<file path="src/rtl/fg_prog_sequencer.sv">
// Programming-mux sequencer for one floating-gate island.
// Takes one inject/tunnel/read command at a time over valid/ready, walks
// SETUP -> (PULSE/GAP | MEAS) -> HOLD -> DONE, and drives the row/column
// decoders, drain select, program-switch enable and pulse lines.
// Every output is a flop loaded from the next-state decode. Each output
// therefore changes on the same edge as the state it belongs to.
module fg_prog_sequencer #(
  parameter int ROW_AW    = 2,
  parameter int COL_AW    = 3,
  parameter int CNT_W     = 8,
  parameter int PW_W      = 16,
  parameter int SETUP_CYC = 4,
  parameter int GAP_CYC   = 2,
  parameter int HOLD_CYC  = 4
) (
  input  logic                    clk,
  input  logic                    rst_n,
  input  logic                    cmd_valid,
  output logic                    cmd_ready,
  input  logic [ROW_AW-1:0]       cmd_row,
  input  logic [COL_AW-1:0]       cmd_col,
  input  logic [1:0]              cmd_mode,
  input  logic [CNT_W-1:0]        cmd_pulses,
  input  logic [PW_W-1:0]         cmd_width,
  input  logic                    abort,
  output logic [ROW_AW-1:0]       dec_row_addr,
  output logic                    dec_row_en,
  output logic [COL_AW-1:0]       dec_col_addr,
  output logic                    dec_col_en,
  output logic [(2**ROW_AW)-1:0]  drain_sel,
  output logic                    prog_sw_en,
  output logic                    vinj_pulse,
  output logic                    tun_pulse,
  output logic                    meas_strobe,
  output logic                    done_valid,
  output logic                    done_err
);

  localparam int NUM_ROWS = 2**ROW_AW;

  localparam logic [1:0] MODE_INJ  = 2'b00;
  localparam logic [1:0] MODE_TUN  = 2'b01;
  localparam logic [1:0] MODE_READ = 2'b10;
  localparam logic [1:0] MODE_ILL  = 2'b11;

  // Every phase length is counted down in one PW_W-wide counter.
  localparam logic [PW_W-1:0]     ONE_PW    = PW_W'(1);
  localparam logic [PW_W-1:0]     SETUP_LEN = PW_W'(SETUP_CYC);
  localparam logic [PW_W-1:0]     GAP_LEN   = PW_W'(GAP_CYC);
  localparam logic [PW_W-1:0]     HOLD_LEN  = PW_W'(HOLD_CYC);
  localparam logic [CNT_W-1:0]    ONE_CNT   = CNT_W'(1);
  localparam logic [NUM_ROWS-1:0] ROW0_HOT  = {{(NUM_ROWS-1){1'b0}}, 1'b1};

  typedef enum logic [2:0] {
    S_IDLE,
    S_SETUP,
    S_PULSE,
    S_GAP,
    S_MEAS,
    S_HOLD,
    S_DONE
  } state_t;

  // Current state, phase countdown, pulses left, and the latched command.
  state_t             r_state;
  logic [PW_W-1:0]    r_cnt;
  logic [CNT_W-1:0]   r_left;
  logic [ROW_AW-1:0]  r_row;
  logic [COL_AW-1:0]  r_col;
  logic [1:0]         r_mode;
  logic [PW_W-1:0]    r_width;
  logic               r_err;

  state_t             w_state_nxt;
  logic [PW_W-1:0]    w_cnt_nxt;
  logic [CNT_W-1:0]   w_left_nxt;
  logic [ROW_AW-1:0]  w_row_nxt;
  logic [COL_AW-1:0]  w_col_nxt;
  logic [1:0]         w_mode_nxt;
  logic [PW_W-1:0]    w_width_nxt;
  logic               w_err_nxt;
  logic               w_accept;
  logic [PW_W-1:0]    w_width_eff;
  logic               w_active_nxt;
  logic               w_abortable;

  // Next-state, phase counters and command latch.
  always_comb begin
    // NOTE: every signal written here gets a default first, so no path through the case leaves one unassigned and no latch is inferred.
    w_state_nxt = r_state;
    w_cnt_nxt   = r_cnt - ONE_PW;
    w_left_nxt  = r_left;
    w_row_nxt   = r_row;
    w_col_nxt   = r_col;
    w_mode_nxt  = r_mode;
    w_width_nxt = r_width;
    w_err_nxt   = r_err;

    w_accept    = (r_state == S_IDLE) && cmd_valid && cmd_ready;
    w_width_eff = (r_width == '0) ? ONE_PW : r_width;
    w_abortable = abort && ((r_state == S_SETUP) || (r_state == S_PULSE) ||
                            (r_state == S_GAP)   || (r_state == S_MEAS));

    unique case (r_state)
      S_IDLE: begin
        w_cnt_nxt = r_cnt;
        if (w_accept) begin
          w_row_nxt   = cmd_row;
          w_col_nxt   = cmd_col;
          w_mode_nxt  = cmd_mode;
          w_width_nxt = cmd_width;
          w_left_nxt  = cmd_pulses;
          if (cmd_mode == MODE_ILL) begin
            w_state_nxt = S_DONE;
            w_err_nxt   = 1'b1;
          end else begin
            w_state_nxt = S_SETUP;
            w_cnt_nxt   = SETUP_LEN;
            w_err_nxt   = 1'b0;
          end
        end
      end

      S_SETUP: begin
        if (r_cnt == ONE_PW) begin
          if (r_mode == MODE_READ) begin
            w_state_nxt = S_MEAS;
          end else if (r_left == '0) begin
            w_state_nxt = S_HOLD;
            w_cnt_nxt   = HOLD_LEN;
          end else begin
            w_state_nxt = S_PULSE;
            w_cnt_nxt   = w_width_eff;
          end
        end
      end

      S_PULSE: begin
        if (r_cnt == ONE_PW) begin
          w_left_nxt = r_left - ONE_CNT;
          if (r_left == ONE_CNT) begin
            w_state_nxt = S_HOLD;
            w_cnt_nxt   = HOLD_LEN;
          end else begin
            w_state_nxt = S_GAP;
            w_cnt_nxt   = GAP_LEN;
          end
        end
      end

      S_GAP: begin
        if (r_cnt == ONE_PW) begin
          w_state_nxt = S_PULSE;
          w_cnt_nxt   = w_width_eff;
        end
      end

      S_MEAS: begin
        w_state_nxt = S_HOLD;
        w_cnt_nxt   = HOLD_LEN;
      end

      S_HOLD: begin
        if (r_cnt == ONE_PW) begin
          w_state_nxt = S_DONE;
        end
      end

      S_DONE: begin
        w_state_nxt = S_IDLE;
      end

      default: begin
        w_state_nxt = S_IDLE;
      end
    endcase

    // Abort overrides any phase progress: straight to a full HOLD, flagged.
    if (w_abortable) begin
      w_state_nxt = S_HOLD;
      w_cnt_nxt   = HOLD_LEN;
      w_err_nxt   = 1'b1;
    end

    w_active_nxt = (w_state_nxt == S_SETUP) || (w_state_nxt == S_PULSE) ||
                   (w_state_nxt == S_GAP)   || (w_state_nxt == S_MEAS)  ||
                   (w_state_nxt == S_HOLD);
  end

  // State, counters and registered outputs, all loaded from the next-state decode.
  always_ff @(posedge clk) begin
    // NOTE: non-blocking assignments so every flop samples pre-edge values regardless of statement order.
    if (!rst_n) begin
      r_state      <= S_IDLE;
      r_cnt        <= '0;
      r_left       <= '0;
      r_row        <= '0;
      r_col        <= '0;
      r_mode       <= MODE_INJ;
      r_width      <= '0;
      r_err        <= 1'b0;
      cmd_ready    <= 1'b0;
      dec_row_addr <= '0;
      dec_row_en   <= 1'b0;
      dec_col_addr <= '0;
      dec_col_en   <= 1'b0;
      drain_sel    <= '0;
      prog_sw_en   <= 1'b0;
      vinj_pulse   <= 1'b0;
      tun_pulse    <= 1'b0;
      meas_strobe  <= 1'b0;
      done_valid   <= 1'b0;
      done_err     <= 1'b0;
    end else begin
      r_state      <= w_state_nxt;
      r_cnt        <= w_cnt_nxt;
      r_left       <= w_left_nxt;
      r_row        <= w_row_nxt;
      r_col        <= w_col_nxt;
      r_mode       <= w_mode_nxt;
      r_width      <= w_width_nxt;
      r_err        <= w_err_nxt;
      cmd_ready    <= (w_state_nxt == S_IDLE);
      dec_row_addr <= w_active_nxt ? w_row_nxt : '0;
      dec_row_en   <= w_active_nxt;
      dec_col_addr <= w_active_nxt ? w_col_nxt : '0;
      dec_col_en   <= w_active_nxt;
      // Tunnelling does not use the drain; inject and read ground the target row.
      drain_sel    <= (w_active_nxt && (w_mode_nxt != MODE_TUN)) ? (ROW0_HOT << w_row_nxt) : '0;
      prog_sw_en   <= w_active_nxt;
      vinj_pulse   <= (w_state_nxt == S_PULSE) && (w_mode_nxt == MODE_INJ);
      tun_pulse    <= (w_state_nxt == S_PULSE) && (w_mode_nxt == MODE_TUN);
      meas_strobe  <= (w_state_nxt == S_MEAS);
      done_valid   <= (w_state_nxt == S_DONE);
      done_err     <= (w_state_nxt == S_DONE) && w_err_nxt;
    end
  end

endmodule
</file>
<file path="config.mk">
export PLATFORM = sky130hd
export DESIGN_NAME = fg_prog_sequencer
export DESIGN_NICKNAME = d
export VERILOG_FILES = /design/src/rtl/fg_prog_sequencer.sv
export SDC_FILE = /design/constraint.sdc
export NUM_CORES = 1
export LEC_CHECK = 0
export CORE_ASPECT_RATIO = 0.5
export CORE_MARGIN = 1.5
export CORE_UTILIZATION = 58
export DETAILED_ROUTE_END_ITERATION = 10
export GPL_ROUTABILITY_DRIVEN = 0
export PLACE_DENSITY = 0.94
export SLEW_MARGIN = 20
export SYNTH_ARGS = -nofsm -noshare
export SYNTH_HDL_FRONTEND = slang
export SYNTH_SLANG_ARGS = --single-unit
</file>
<file path="constraint.sdc">
create_clock -name clk -period 6.8 [get_ports clk]
set_input_delay 1.36 -clock clk [delete_from_list [all_inputs] [get_ports clk]]
set_output_delay 1.36 -clock clk [all_outputs]
set_load 0.03 [all_outputs]
</file>
==> flow_summary.yaml, run 1 <==
final_layout:
  drive_above_1_share_pct: 8.245
  multi_input_area_mm2: 0.001921
  area_growth_pct: 25.32
  fin_area_mm2: 0.004248
  antenna_cells: 0
  seqCellArea_mm2: 0.001341
  nets: 507
  post-route-util_pct: 76.36
  n_fill_cell: 377
floorplanning:
  die_w_um: 111.1
  fp-row-count: 19
  die_h_um: 57.06
  die_area_mm2: 0.006339
  coreArea_mm2: 0.005563
  io_pins: 53
  initial_core_util_pct: 60.93
synth:
  ys_seq_area_share_pct: 39.57
  async_flop_share_pct: 0
  synth-edff-count: 0
  synth_area_leaders: "dfxtp_1 40%, nand2_1 8.0%, a21oi_1 6.5%"
  synth-seq-cells: 67
  synth_cells: 428
  synth_ff_type: "dfxtp_1"
  postSynthAreaPerCell_um2: 7.919
  ys_types: 60
  yosys_warnings: 0
  synth_top_area_share_pct: 39.57
  synth.cell_area_mm2: 0.003390
  syn-num-nets: 467
  yosys.area.top_type: "dfxtp_1"
clock_network:
  clk_latency_ns: 0.33
  root_buffer: "clkbuf_16"
  cts_buffers: 9
  post_cts_buffers: 0
  cts_buffer_depth: 2
  cts_resized: 0
  cts_hold_buf: 0
  htreeDepth: 3
  clk_pin_slew_ns: 0.06
  cts_num_sinks: 67
  tritoncts: "yes"
outcome:
  outcome: "finished clean"
run:
  drv_cap: 0
sta:
  tightestPinTransition_ns: 0.9817
  fmax_mhz: 268.8
  period_needed_ns: 3.720
  slew_violations: 0
  rsz0062_at_grt: "no"
  clock_skew_ns: 0.006767
  finalHoldViolCount: 0
  setup_viol: 0
  holdWs_ns: 0.4772
  max_slew_margin_pct: 34.31
  fin_crit_sh_pct: 54.70
  tns_ns: 0
min_path:
  worstHoldPathType: "reg2reg"
global_routing:
  grt_antenna_before_repair: 0
  overflow: 0
  grt_max_degree: 34
  grt_usage_pct: 29.57
  grt_pass1_vias: 3129
  grt_pass1_wl_um: 15000
critical_path:
  crit_fanout: 10
  startpoint_type: "input port"
  critPathRequiredTime_ns: 6.97
  path_class: "in2reg"
  worst_setup_path_end_kind: "register"
  cp.arrival_ns: 3.89
route:
  wl_per_cell_um: 17.12
  wl_um: 9348
  drt_iter0_markers: 421
  antenna_left: 0
  via_count: 3476
  drc: 0
  vias_per_cell: 6.366
  dr.pass1.iters: 8
pwr:
  vdd_ir_drop_max_v: 0.0002672
  p_total_mw: 1.939
  powerDensity_mw_per_mm2: 456.5
  p_leak_nw: 1.527
placed_design:
  place_hpwl_um: 5881
  numPortBuffers: 52
  postPlaceCellArea_mm2: 0.003916
cell type report:
cell class,instances,share of cell area (%)
Clock buffer,9,5.302
Clock inverter,7,2.356
Inverter,9,0.7953
Multi-Input combinational cell,327,45.21
Sequential cell,67,31.58
Tap cell,73,2.150
Timing Repair Buffer,54,12.61
cells in the mapped netlist (all sizes together), types with 3 or more instances:
cell type  instances
a21o               3
nand2b             3
ha                 4
dfxtp             67
nand4              4
xnor2              4
nor2b              5
xor2               4
or3                6
inv                9
nand2             72
o21ai             22
a21oi             45
nor3b              6
o31ai              3
nor2              32
nor4              13
a22oi             10
or4                6
and2               5
a31oi             10
mux2i              5
and3               3
nor3              22
nand3             11
nor4b              3
clkbuf            21
buf                4
or3b               3
a211oi             3
report_power, final:
group | switching [mW] | total (mW) | internal (mW)
Clock | 0.181 | 0.504 | 0.324
Combinational | 0.521 | 0.844 | 0.323
Sequential | 0.116 | 0.590 | 0.474
cells in the final DEF (no fill, tap or decap), types with 6 or more instances in the layout:
cell type        count
a21oi_1             44
a22oi_1             10
a31oi_1              9
clkbuf_16            9
clkdlybuf4s50_1     52
dfxtp_1             67
inv_1                9
nand2_1             72
nand3_1             10
nor2_1              32
nor3_1              19
nor4_1              10
o21ai_0             21
or3_1                6
or4_1                6
per-stage QoR:
step | cells | setup WS [ns]
3_3_place_gp | 530 | 3.135
4_1_cts | 546 | 3.197
3_5_place_dp | 530 | 3.016
6_report | 546 | 3.080
2_1_floorplan | 428 | 3.922
5_1_grt | 546 | 2.974
path summary, 6_finish.rpt:
kind / slack (ns) / depth (start not counted) / end / startpoint
max: 3.08 / 7 / dec_row_addr[1] / cmd_valid
min: 0.48 / 2 / r_width[14] / r_width[14]
max reg2reg: 3.52 / 7 / dec_row_addr[1] / r_left[0]
min reg2reg: 0.48 / 2 / r_width[14] / r_width[14]
registers in the layout, summed over array words and instances, names as in the netlist:
signal and count:
drain_sel 4, r_left 8, r_err 1, dec_col_addr 3, r_row 2, prog_sw_en 1, r_width 16, meas_strobe 1
r_col 3, vinj_pulse 1, r_state 3, done_err 1, cmd_ready 1, dec_row_addr 2, r_mode 2, tun_pulse 1
done_valid 1, r_cnt 16
cells by family (layout without fill, tap and decap cells):
family,Yosys count,after routing,share of synthesized area (%)
compound gates,110,110,19.79
xor+xnor,8,8,2.067
fa+ha+maj,4,4,1.477
buf+inv,34,79,4.208
flops,67,67,39.57
mux,5,5,1.477
simple gates,200,200,31.41
critical path, stage by stage:
cell and delay [ns]:
clkdlybuf4s50_1 0.45, nand2_1 0.20, o311ai_0 0.17, nor4_1 0.45, o21ai_0 0.31, o31ai_2 0.80, nor3_1 0.14
metal layers:
metal	part of all wire [%]	global-route usage (%)
met1	40	37.72
met2	48	48.94
met3	9.6	9.883
met4	2.2	8.499
met5	0	0
Power figures use the tool's default switching activity.
==> inputs of run 2 (changes only) <==
- CORE_UTILIZATION: 58 -> 54
- PLACE_DENSITY: 0.94 -> 0.89
- clock period: 6.8 -> 3.85 ns (I/O delays scaled with it)
==> flow_summary.yaml, run 2 (synthesis gave the netlist of run 1 again) <==
route:
  drc: 0
  vias_per_cell: 6.042
  wl_per_cell_um: 15.75
  wl_um: 8896
  via_count: 3414
  antenna_left: 0
  drt_iter0_markers: 476
  dr.pass1.iters: 5
critical_path:
  cp.arrival_ns: 3.06
  worst_setup_path_end_kind: "register"
  critPathRequiredTime_ns: 4.08
  cp_top_family: "simple AND/OR/NAND/NOR gates"
  cp_cell_sequence: "nor3b_2 > a22o_1 > a22oi_1 > o21ai_1 > o31ai_2 > nor4b_1"
  startpoint_type: "register"
  slowest_delay_ns: 0.80
  path_class: "reg2reg"
  timing.critical_path.buf_inv: 0
  crit_fanout: 24
  worst_path_max_delay_cell: "dfxtp_1"
clock_network:
  tritoncts: "yes"
  post_cts_buffers: 0
  clk_pin_slew_ns: 0.06
  htreeDepth: 3
  root_buffer: "clkbuf_16"
  cts_hold_buf: 0
  cts_num_sinks: 67
  clk_latency_ns: 0.33
  cts_buffers: 9
  cts_buffer_depth: 2
  cts_resized: 0
sta:
  rsz0062_at_grt: "no"
  tightestPinTransition_ns: 0.9278
  slew_violations: 0
  fmax_mhz: 353.8
  fin_crit_sh_pct: 73.42
  finalHoldViolCount: 0
  period_needed_ns: 2.827
  setup_viol: 0
  max_slew_margin_pct: 37.92
  clock_skew_ns: 0.006299
  tns_ns: 0
pwr:
  power.share.clock_pct: 23.6
  vdd_ir_drop_max_v: 0.0003072
  switching_share_pct: 42.96
  p_leak_nw: 1.519
  combPwrFrac_pct: 44.8
  p_seq_share_pct: 31.6
  intPower_mw: 1.877
  netSwitchingPower_mw: 1.414
  powerDensity_mw_per_mm2: 773.6
run:
  drv_cap: 0
floorplanning:
  io_pins: 53
  die_area_mm2: 0.006790
  fp-row-count: 20
  coreArea_mm2: 0.006056
  die_h_um: 59.02
  die_w_um: 115.0
  initial_core_util_pct: 55.97
final_layout:
  final_cell_mix: "72 x nand2_1, 67 x dfxtp_1, 52 x clkdlybuf4s50_1"
  fin_area_mm2: 0.004254
  n_fill_cell: 466
  nets: 511
  area_growth_pct: 25.51
  drive_above_1_share_pct: 8.805
  final_common_cell: "nand2_1"
  reg_top3: "r_cnt: 16 flops, r_width: 16 flops, r_left: 8 flops"
  antenna_cells: 0
min_path:
  worstHoldPathType: "reg2reg"
global_routing:
  grt_pass1_vias: 3098
  grt_max_degree: 30
  grt_usage_pct: 28.34
  grt_antenna_before_repair: 0
  overflow: 0
  grt_pass1_wl_um: 14880
placed_design:
  numPortBuffers: 52
  postPlaceCellArea_mm2: 0.003965
  place_hpwl_um: 6041
outcome:
  outcome: "finished clean"
## run 2: layer usage
layer | vias to the layer above | global-route usage (%) | wire [µm]
met5 | - | 0 | 0
met4 | 0 | 12.52 | 242
met3 | 37 | 6.033 | 600
met2 | 168 | 46.43 | 4244
met1 | 1570 | 36.88 | 3809
li1 | 1639 | - | -
## run 2: worst paths after layout
check / startpoint / end / slack, ns / cells after the start
setup / recovery: r_state[1] / drain_sel[3] / 1.02 / 6
hold reg to reg: r_width[8] / r_width[8] / 0.48 / 2
hold / removal: r_width[8] / r_width[8] / 0.48 / 2
setup reg to reg: r_state[1] / drain_sel[3] / 1.02 / 6
## run 2: per-stage QoR
step           std cells  power (mW)  worst slack, ns  hold slack (ns)  util, %
6_report             565       3.291            1.023           0.4755    70.25
5_1_grt              565       3.513           0.8458           0.4983    70.25
4_1_cts              565       3.257            1.103           0.4793    70.25
3_5_place_dp         549       2.464           0.7729           0.4711    65.48
3_3_place_gp         549       2.425           0.8589           0.4627    65.48
2_1_floorplan        428       2.108            1.562           0.4451        -
## run 2: power groups by stage
stage / Combinational [mW] / Sequential [mW] / Clock [mW]
2_1_floorplan: 1.11 / 1.00 / 0
4_1_cts: 1.44 / 1.03 / 0.779
6_report: 1.47 / 1.04 / 0.776
3_5_place_dp: 1.42 / 1.04 / 0
5_1_grt: 1.63 / 1.06 / 0.816
3_3_place_gp: 1.39 / 1.04 / 0
## run 2: layout make-up
class                           count  area, µm²  share of cell area (%)
Sequential cell                    67       1341                   31.53
Tap cell                           88      110.1                   2.588
Clock inverter                      6      50.05                   1.176
Multi-Input combinational cell    327       1914                   45.00
Inverter                            9      33.78                  0.7941
Timing Repair Buffer               58      565.5                   13.29
Clock buffer                       10      239.0                   5.618
## run 2: tightest hold or removal path: stages, from the launching register on
cell	delay, ns
dfxtp_1	0.32
nand2_1	0.05
a21oi_1	0.05
==> inputs of run 3 (changes only) <==
- CORE_UTILIZATION: 54 -> 49
- PLACE_DENSITY: 0.89 -> 0.86
- clock period: 3.85 -> 2.38 ns (I/O delays scaled with it)
==> flow_summary.yaml, run 3 (synthesis gave the netlist of run 1 again) <==
outcome:
  outcome: "finished clean"
route:
  dr.pass1.iters: 6
  drc: 0
  vias_per_cell: 5.881
  via_count: 3599
  drt_iter0_markers: 398
  wl_um: 9510
  wl_per_cell_um: 15.54
  antenna_left: 0
clock_network:
  root_buffer: "clkbuf_16"
  htreeDepth: 3
  cts_buffers: 9
  cts_buffer_depth: 2
  cts_hold_buf: 0
  clk_latency_ns: 0.34
  tritoncts: "yes"
  clk_pin_slew_ns: 0.06
  cts_num_sinks: 67
floorplanning:
  die_area_mm2: 0.007456
  fp-row-count: 21
  die_w_um: 120.6
  coreArea_mm2: 0.006674
  initial_core_util_pct: 50.79
  die_h_um: 61.81
  io_pins: 53
sta:
  finalHoldViolCount: 0
  slew_violations: 0
  fmax_mhz: 439.7
  tightestPinTransition_ns: 0.6875
  clock_skew_ns: 0.007834
  tns_ns: 0
  holdWs_ns: 0.4786
  fin_crit_sh_pct: 95.57
  period_needed_ns: 2.274
  setup_viol: 0
  max_slew_margin_pct: 54.02
pwr:
  p_leak_nw: 1.750
  powerDensity_mw_per_mm2: 1260
  vdd_ir_drop_max_v: 0.0005472
critical_path:
  critPathCapture: "vinj_pulse"
  critPathLaunch: "r_cnt[6]"
  crit_fanout: 6
  ff2ff_setup_slack_ns: 0.11
  r2r-start: "r_cnt[6]"
  r2r-end: "vinj_pulse"
  worst_setup_path_end_kind: "register"
  worst_path_max_delay_cell: "or4_1"
  critPathRequiredTime_ns: 2.66
  cp_cell_sequence: "nor3_2 > nand3_2 > or4_1 > o21a_2 > or4b_4 > a21oi_2"
  startpoint_type: "register"
  slowest_delay_ns: 0.54
  r2r_cells: 6
  path_class: "reg2reg"
  cp.arrival_ns: 2.55
placed_design:
  numPortBuffers: 52
  place_hpwl_um: 6646
global_routing:
  grt_pass1_wl_um: 14990
  grt_pass1_vias: 3156
  overflow: 0
  grt_antenna_before_repair: 0
  grt_usage_pct: 26.20
  grt_max_degree: 21
final_layout:
  final_cell_mix: "72 x nand2_1, 65 x dfxtp_1, 52 x clkdlybuf4s50_1"
  antenna_cells: 0
  drive_above_1_share_pct: 18.27
  reg_top3: "r_cnt: 16 flops, r_width: 16 flops, r_left: 8 flops"
  final_common_cell: "nand2_1"
  area_growth_pct: 36.99
  nets: 555
run:
  drv_cap: 0
min_path:
  worstHoldPathType: "reg2reg"
run 3: area by class of cell:
cell class / count / area [µm²]
clock inverters: 6 / 67.56
fillers: 490 / 2031
clock buffers: 9 / 225.2
well taps: 92 / 115.1
multi-input cells: 327 / 1962
repair buffers: 102 / 895.9
flip-flops and latches: 67 / 1344
inverters: 9 / 33.78
run 3: critical path, delay by kind of cell (launching register included):
kind,cells,cell delay (ns)
AOI/OAI and AO/OA,2,0.27
DFF,1,0.35
and+or+nand+nor,4,1.58
run 3: stage by stage:
stage,util [%],power [mW],setup slack [ns],std cells,instance area [µm²]
2_1_floorplan,-,3.410,0.1419,428,3390
3_3_place_gp,64.44,4.336,-0.1215,597,4300
3_5_place_dp,64.44,4.402,-0.1973,597,4300
4_1_cts,69.07,5.738,0.01194,612,4609
5_1_grt,69.57,6.193,-0.01777,612,4643
6_report,69.57,5.852,0.1055,612,4643
run 3: worst min-delay path by stage:
| stage | depth (start not counted) | slack [ns] | from | endpoint |
|---|---|---|---|---|
| after floorplan | 2 | 0.45 | r_width[9] | r_cnt[9] |
| after global placement | 2 | 0.46 | r_width[3] | r_width[3] |
| after detailed placement | 2 | 0.47 | r_width[3] | r_width[3] |
| after CTS | 2 | 0.47 | r_width[3] | r_width[3] |
| after global routing | 2 | 0.50 | r_width[4] | r_width[4] |
| final | 2 | 0.48 | r_width[13] | r_width[13] |
run 3: power by group:
part | total (mW) | leakage [nW] | internal, mW | switching [mW]
Clock | 1.31 | 0.137 | 0.805 | 0.501
Sequential | 1.64 | 0.545 | 1.36 | 0.287
Combinational | 2.90 | 1.07 | 1.29 | 1.61
run 3: layer usage:
layer  vias to the layer above  global-route usage (%)  share of wire, %
li1                       1728                       -                 -
met1                      1691                   31.83                43
met2                       147                   44.89                47
met3                        33                   7.755               7.5
met4                         0                   11.60               2.6
met5                         -                       0                 0
run 3: timing repair:
item	4_1_cts	5_1_grt
gates cloned	0	0
pin swaps	1	0
resized for setup	4	8
buffers inserted	0	0
setup endpoints to repair	5	9
